## config.mk

```make
export PLATFORM = sky130hd
export DESIGN_NAME = operacion_logica_seq
export DESIGN_NICKNAME = d
export VERILOG_FILES = /design/src/rtl/operacion_logica_seq_pkg.sv /design/src/rtl/operacion_logica_seq_slice.sv /design/src/rtl/operacion_logica_seq.sv
export SDC_FILE = /design/constraint.sdc
export NUM_CORES = 1
export LEC_CHECK = 0
export BUFFER_PORTS_ARGS = -buffer_cell sky130_fd_sc_hd__buf_2
export CORE_MARGIN = 3
export CORE_UTILIZATION = 50
export CTS_BUF_LIST = sky130_fd_sc_hd__clkbuf_16
export CTS_CLUSTER_SIZE = 10
export DETAILED_ROUTE_END_ITERATION = 6
export GPL_TIMING_DRIVEN = 0
export HOLD_SLACK_MARGIN = 0.06
export PLACE_DENSITY = 0.77
export SLEW_MARGIN = 5
export SYNTH_ARGS = -nofsm -noshare
export SYNTH_HDL_FRONTEND = slang
export SYNTH_SLANG_ARGS = --single-unit
```

## constraint.sdc

```tcl
create_clock -name clk -period 2.55 [get_ports clk]
set_input_delay 0.3825 -clock clk [delete_from_list [all_inputs] [get_ports clk]]
set_output_delay 0.3825 -clock clk [all_outputs]
set_load 0.01 [all_outputs]
```

## src/rtl/operacion_logica_seq_pkg.sv

```systemverilog
// Shared definitions for the sliced bitwise logic unit: op encodings and FSM states.
package operacion_logica_seq_pkg;

  localparam logic [1:0] OP_AND  = 2'b00;
  localparam logic [1:0] OP_OR   = 2'b01;
  localparam logic [1:0] OP_XOR  = 2'b10;
  localparam logic [1:0] OP_XNOR = 2'b11;

  typedef enum logic [1:0] {
    IDLE = 2'b00,
    BUSY = 2'b01,
    DONE = 2'b10
  } state_t;

endpackage

```

## src/rtl/operacion_logica_seq_slice.sv

```systemverilog
// Combinational SLICE-bit bitwise operator; the top feeds it one operand slice per cycle.
module logica_slice
  import operacion_logica_seq_pkg::*;
#(
  parameter int SLICE = 2
) (
  input  logic [SLICE-1:0] a,
  input  logic [SLICE-1:0] b,
  input  logic [1:0]       op,
  output logic [SLICE-1:0] y
);

  always_comb begin
    y = '0;
    case (op)
      OP_AND:  y = a & b;
      OP_OR:   y = a | b;
      OP_XOR:  y = a ^ b;
      OP_XNOR: y = ~(a ^ b);
      default: y = '0;
    endcase
  end

endmodule

```

## src/rtl/operacion_logica_seq.sv

```systemverilog
// Sequential bitwise A op B, computed SLICE bits per cycle over NSLICES cycles.
// Define LOGICA_FLAGS_EN to add the registered zero and parity result flags.
module operacion_logica_seq
  import operacion_logica_seq_pkg::*;
#(
  parameter int WIDTH = 6,
  parameter int SLICE = 2
) (
  input  logic             clk,
  input  logic             rst,
  input  logic [WIDTH-1:0] A,
  input  logic [WIDTH-1:0] B,
  input  logic [1:0]       op,
  input  logic             in_valid,
  output logic             in_ready,
  output logic [WIDTH-1:0] Y,
  output logic             out_valid,
  input  logic             out_ready
`ifdef LOGICA_FLAGS_EN
  ,
  output logic             zero,
  output logic             parity
`endif
);

  localparam int NSLICES = WIDTH / SLICE;
  localparam int CNT_W   = (NSLICES > 1) ? $clog2(NSLICES) : 1;

  state_t             state_q, state_d;
  logic [WIDTH-1:0]   a_q, a_d;
  logic [WIDTH-1:0]   b_q, b_d;
  logic [1:0]         op_q, op_d;
  logic [WIDTH-1:0]   y_q, y_d;
  logic [CNT_W-1:0]   cnt_q, cnt_d;
  logic [SLICE-1:0]   slice_y;
  logic               last_slice;

  assign last_slice = (cnt_q == CNT_W'(NSLICES - 1));

  logica_slice #(.SLICE(SLICE)) u_slice (
    .a  (a_q[int'(cnt_q)*SLICE +: SLICE]),
    .b  (b_q[int'(cnt_q)*SLICE +: SLICE]),
    .op (op_q),
    .y  (slice_y)
  );

  always_ff @(posedge clk) begin
    if (rst) begin
      state_q <= IDLE;
      a_q     <= '0;
      b_q     <= '0;
      op_q    <= '0;
      y_q     <= '0;
      cnt_q   <= '0;
    end else begin
      state_q <= state_d;
      a_q     <= a_d;
      b_q     <= b_d;
      op_q    <= op_d;
      y_q     <= y_d;
      cnt_q   <= cnt_d;
    end
  end

  always_comb begin
    state_d = state_q;
    case (state_q)
      IDLE:    if (in_valid) state_d = BUSY;
      BUSY:    if (last_slice) state_d = DONE;
      DONE:    if (out_ready) state_d = IDLE;
      default: state_d = IDLE;
    endcase
  end

  // Counter parks at 0 after the last slice so it never indexes past the operands.
  always_comb begin
    a_d   = a_q;
    b_d   = b_q;
    op_d  = op_q;
    y_d   = y_q;
    cnt_d = cnt_q;
    if (state_q == IDLE && in_valid) begin
      a_d   = A;
      b_d   = B;
      op_d  = op;
      y_d   = '0;
      cnt_d = '0;
    end else if (state_q == BUSY) begin
      y_d[int'(cnt_q)*SLICE +: SLICE] = slice_y;
      cnt_d = last_slice ? '0 : cnt_q + CNT_W'(1);
    end
  end

  always_comb begin
    in_ready  = (state_q == IDLE);
    out_valid = (state_q == DONE);
    Y         = y_q;
  end

`ifdef LOGICA_FLAGS_EN
  logic zero_q, zero_d;
  logic parity_q, parity_d;

  // Flags are captured from the completed result on the edge that enters DONE.
  always_comb begin
    zero_d   = zero_q;
    parity_d = parity_q;
    if (state_q == BUSY && last_slice) begin
      zero_d   = (y_d == '0);
      parity_d = ^y_d;
    end
  end

  always_ff @(posedge clk) begin
    if (rst) begin
      zero_q   <= 1'b0;
      parity_q <= 1'b0;
    end else begin
      zero_q   <= zero_d;
      parity_q <= parity_d;
    end
  end

  assign zero   = zero_q;
  assign parity = parity_q;
`endif

endmodule

```

# After elaboration in Yosys (flattened, before gate mapping)
# Index checks and enable logic that the tools add are counted.
# totals
reg_bits,24
out_inout_bits,8
word_cells,37
# classes
n_addsub,2
eq_ne,9
shifts,4
n_mux,7
n_bitwise,4
n_reduce_logical,5
# op_table
cell,count
$neg 3->33,1
$shift 2x33->6 const A,1
$shiftx 2x33->6,1
$shiftx 6x4->2,2
$eq 2x2->1 const B,4
$mux 2,4
$pmux 2 s4,1
$bwmux 6,1
$pmux 2 s3,1
$eq 2x1->1 const B,2
$logic_not 2->1,2
$ne 2x2->1 const B,2
$reduce_and 3->1,1
$add 2x1->2 const B,1
$and 2x2->2,1
$ne 2x1->1 const B,1
$not 2->2,1
$or 2x2->2,1
$reduce_or 2->1,1
$xor 2x2->2,1
$logic_and 1x1->1,1

# Longest topological paths before layout
# logic_depth
ltp_word,6
depth_mapped,8
depth_no_buf,7

# Modules after synthesis
# Synthesis repeated with hierarchy kept, for this count alone.
# unflattened
cells_unflattened,151
area_unflattened_um2,1227.4
# modules_own_cells
module,instances,cells_each,area_each_um2,seq_area_each_um2
operacion_logica_seq,1,137,1099.8,480.5
logica_slice,1,14,127.6,0.0

# Worst setup path after synthesis
# Ideal clock, no wire load.
# synth_path
path_type,reg-to-reg
from,register cnt_q[0]
to,register y_q[2] (netlist: Y[2])
t_arrival_ns,1.824
required_time_ns,2.491
slack_ns,0.667
stages_incl_launch_ff,8
path_buffers,1
period_less_slack_ns,1.883
cell_sequence,dfxtp_1 -> buf_1 -> nand2_1 -> o22a_1 -> ha_1 -> mux2_2 -> mux2i_1 -> a22o_1
# synth_between
elab_chain_cells,6
word_cells_on_any_way,11
classes_between,add/sub (1); shift (4); mux (2); bitwise (4)
# synth_rtl
element,line_no,text
start: declaration,operacion_logica_seq.sv:34,"logic [CNT_W-1:0] cnt_q, cnt_d;"
start signal: assignment,operacion_logica_seq.sv:61,cnt_q <= cnt_d;
"$shiftx 6x4->2, on equally long branches","operacion_logica_seq.sv:41, operacion_logica_seq.sv:42",
$xor 2x2->2,"operacion_logica_seq_slice.sv:18, operacion_logica_seq_slice.sv:19",
$not 2->2,operacion_logica_seq_slice.sv:19,OP_XNOR: y = ~(a ^ b);
$pmux 2 s4,operacion_logica_seq_slice.sv:15,case (op)
$shiftx 2x33->6,operacion_logica_seq.sv:89,y_d[int'(cnt_q)*SLICE +: SLICE] = slice_y;
$bwmux 6 (*),operacion_logica_seq.sv:89,
end signal: assignment,operacion_logica_seq.sv:60,y_q <= y_d;
end: declaration,operacion_logica_seq.sv:33,"logic [WIDTH-1:0] y_q, y_d;"
# Mark *: on every way between the ends. The rest lies on a longest branch, timed or not.
# A chain may end at the register's enable or synchronous reset.

# Worst setup path in the final report
# layout_path
from,register cnt_q[0]
to,register y_q[3] (netlist: Y[3])
# Same word-level chain as after synthesis.

==> summary.txt <==
=================================================================================================
Number of hold violations in the final report                                                   0
Run status                                                                           complete, no violations
Warnings from Yosys                                                                             0
Final-stage net count                                                                         201
Chip height                                                                               56.3 um
Classification of the worst setup path                                               flip-flop to flip-flop
Required time of the worst setup path                                                     2.75 ns
PostCTS Resize Cnt                                                                              0
Die Width                                                                                 56.3 um
Antenna violations before repair                                                                0
Primary FF master, synth                                                             sky130_fd_sc_hd__dfxtp_1
Router iterations before antenna repair                                                         5
Area growth from synthesis to final layout                                                  18.9%
Actual transition at the worst max-transition pin                                        0.438 ns
Share of Yosys cell area claimed by the top area cell type                                  0.381
Finished Cell Area                                                                       1500 um2
Number of setup violations in the final report                                                  0
Std cell rows                                                                                  17
Vias after detailed routing                                                                 1,058
PnR worst setup slack                                                                    0.237 ns
Global-route wire length before repair                                                    4690 um
Static leakage                                                                           0.650 nW
Launching element of the worst setup path                                            cnt_q[0]$_SDFFE_PP0P_
Critical path startpoint category                                                       flip-flop
Area enclosed by the die boundary                                                        3160 um2
Setup tns final                                                                              0 ns
Fraction of registers with async set or reset after synthesis                                   0
Hold crit path type                                                                  input port to flip-flop
Dpl cell area                                                                            1420 um2
Top cell type by total area after synthesis                                          sky130_fd_sc_hd__dfxtp_1
Cells taking the most area after synthesis                                           sky130_fd_sc_hd__dfxtp_1 38%, sky130_fd_sc_hd__nand2_1 9.8%, sky130_fd_sc_hd__ha_1 8.9%
Maximum ir drop on the vdd rail                                                          0.677 mV
Global-route usage over all layers                                                          0.183
Proportion of layout cells with a drive suffix above 1                                      0.237
Average via count per standard cell                                                          5.26
Mean instance size in the synthesized netlist                                            8.77 um2
Placer congestion estimate                                                                  0.869
Clk pin slew, worst setup/hold paths                                                      0.06 ns
Number of pins with negative max-slew slack in the final report                                 0
Post-DP HPWL                                                                              2050 um
Std-Cell Core Area                                                                       2300 um2
Average wire per standard cell                                                            13.8 um
Routed wire length                                                                        2780 um
Post-layout min period                                                                    2.31 ns
Peak fanout along the critical path                                                            10
Worst Hold Launch                                                                            A[1]
Number of clock buffers inserted by TritonCTS                                                   3
Remaining DRCs                                                                                  0
Pin count of the biggest net entering global routing                                           14
Hold-fix buffers at CTS                                                                         0
Internal reg-to-reg setup slack                                                           0.24 ns
Arr. time, crit path                                                                      2.51 ns
Root Driver                                                                          sky130_fd_sc_hd__clkbuf_16
Antenna diode count                                                                             0
Final Cycle Share                                                                           0.907
Count leader, synth                                                                  sky130_fd_sc_hd__nand2_1
Via count of the first global-routing pass                                                    983
Post-synthesis sequential element count                                                        24
Starting density of the core                                                                0.550
Number of distinct library cell variants in the gate-level netlist after synthesis             28
Worst setup timing slack at the placement stage                                          0.362 ns
Post-Route Skew                                                                        0.00231 ns
Clock net sink count                                                                           24
Max-cap violations                                                                              0
Commonest cells in the synthesized netlist                                           33 x sky130_fd_sc_hd__nand2_1, 24 x sky130_fd_sc_hd__dfxtp_1, 17 x sky130_fd_sc_hd__a21oi_1
Clock latency on the worst-skew pair                                                      0.25 ns
EDFF count, synth                                                                               0
Buffer count from post-CTS setup fixing                                                         0
Power density relative to cell area                                                    580 nW/um2
Synthesized net count                                                                         171
Clock tree from TritonCTS                                                                   built
Iteration-0 DRC count of the detailed router                                                   35
Num ports                                                                                      26
Type of element capturing the critical path                                             flip-flop
Global route overflow                                                                           0
Count of mapped cells out of synthesis                                                        144
Sequential cell area fraction in the yosys report                                           0.381
Timing-limited maximum frequency                                                          432 MHz
Number of input and output port buffers inserted                                               25
Unrepaired setup endpoints after global routing                                             false
Clock buffer depth                                                                              2
Relative slew slack                                                                         0.708
Synth Cell Area                                                                          1260 um2
Maximum level of the CTS H-tree                                                                 1
Final antenna-violating net count                                                               0
R2R Path Start                                                                       cnt_q[0]$_SDFFE_PP0P_
=================================================================================================
## final timing paths
path | endpoint | cells past startpoint
setup / recovery | Y[3]$_SDFFE_PP0P_ | 7
hold / removal | a_q[1]$_SDFFE_PP0P_ | 3
setup reg to reg | Y[3]$_SDFFE_PP0P_ | 7
hold reg to reg | a_q[0]$_SDFFE_PP0P_ | 2
## flip-flops by register name, indices dropped and copies added (netlist names)
| register | count |
|---|---|
| cnt_q | 2 |
| Y | 6 |
| a_q | 6 |
| op_q | 2 |
| state_q | 2 |
| b_q | 6 |
## layout by cell type, fill, tap and decap left out, types with 2 or more instances in the layout
master                      Yosys  routed
sky130_fd_sc_hd__nor4_1         2       2
sky130_fd_sc_hd__a22o_1         4       4
sky130_fd_sc_hd__inv_1          8       8
sky130_fd_sc_hd__nor3_1         2       2
sky130_fd_sc_hd__nand2_1       33      33
sky130_fd_sc_hd__a22oi_1        2       2
sky130_fd_sc_hd__a21oi_1       17      17
sky130_fd_sc_hd__buf_4          2       2
sky130_fd_sc_hd__mux2_2         4       4
sky130_fd_sc_hd__dfxtp_1       24      24
sky130_fd_sc_hd__ha_1           9       9
sky130_fd_sc_hd__o22a_1         4       4
sky130_fd_sc_hd__nor2_1         4       4
sky130_fd_sc_hd__clkbuf_16      0       3
sky130_fd_sc_hd__mux2i_1        9       9
sky130_fd_sc_hd__or3b_1         2       2
sky130_fd_sc_hd__buf_6          2       2
sky130_fd_sc_hd__buf_1          2       2
sky130_fd_sc_hd__a32o_1         2       2
sky130_fd_sc_hd__buf_2          3      28
## per-layer routing
layer  vias up  share of wire  global-route usage
met2        29           0.50               0.322
met5         -              0                   0
met3         2          0.046              0.0414
li1        549              -                   -
met1       478           0.45               0.234
met4         0         0.0043              0.0203
## critical path, cell delays in order, from the launching register on
cell                      delay, ns
sky130_fd_sc_hd__dfxtp_1       0.43
sky130_fd_sc_hd__buf_1         0.39
sky130_fd_sc_hd__nand2_1       0.10
sky130_fd_sc_hd__o22a_1        0.25
sky130_fd_sc_hd__ha_1          0.33
sky130_fd_sc_hd__mux2_2        0.27
sky130_fd_sc_hd__mux2i_1       0.27
sky130_fd_sc_hd__a22o_1        0.21
## final cells by class
class                   instances  area [um2]
fillers                       194         796
multi-input cells             102         687
flip-flops and latches         24         480
repair buffers                 25         125
clock buffers                   3        75.1
plain buffers                  10        65.1
well taps                      28        35.0
inverters                       8        30.0
clock inverters                 1        3.75
## per-stage QoR
stage          utilization  instances  total power, mW  hold slack (ns)
2_1_floorplan            -        144            0.499            0.436
3_3_place_gp         0.619        197            0.531            0.443
3_5_place_dp         0.619        197            0.538            0.448
4_1_cts              0.654        201            0.873            0.363
5_1_grt              0.654        201            0.907            0.369
6_report             0.654        201            0.871            0.363
## report_power, final
group | internal [mW] | switching, mW | leakage, nW | total (mW)
combinational | 0.0602 | 0.0717 | 0.415 | 0.132
clock | 0.209 | 0.128 | 0.0385 | 0.337
sequential | 0.391 | 0.0105 | 0.196 | 0.402
## logic make-up after synthesis
| logic type | Yosys count | share of synthesized area |
|---|---|---|
| adder cells (fa/ha/maj) | 9 | 0.0892 |
| buffers and inverters | 18 | 0.0753 |
| flip-flops | 24 | 0.381 |
| AND/OR/NAND/NOR | 50 | 0.191 |
| AO/OA/AOI/OAI | 30 | 0.157 |
| multiplexers | 13 | 0.107 |
No activity file was read; power rests on OpenSTA's default activity.
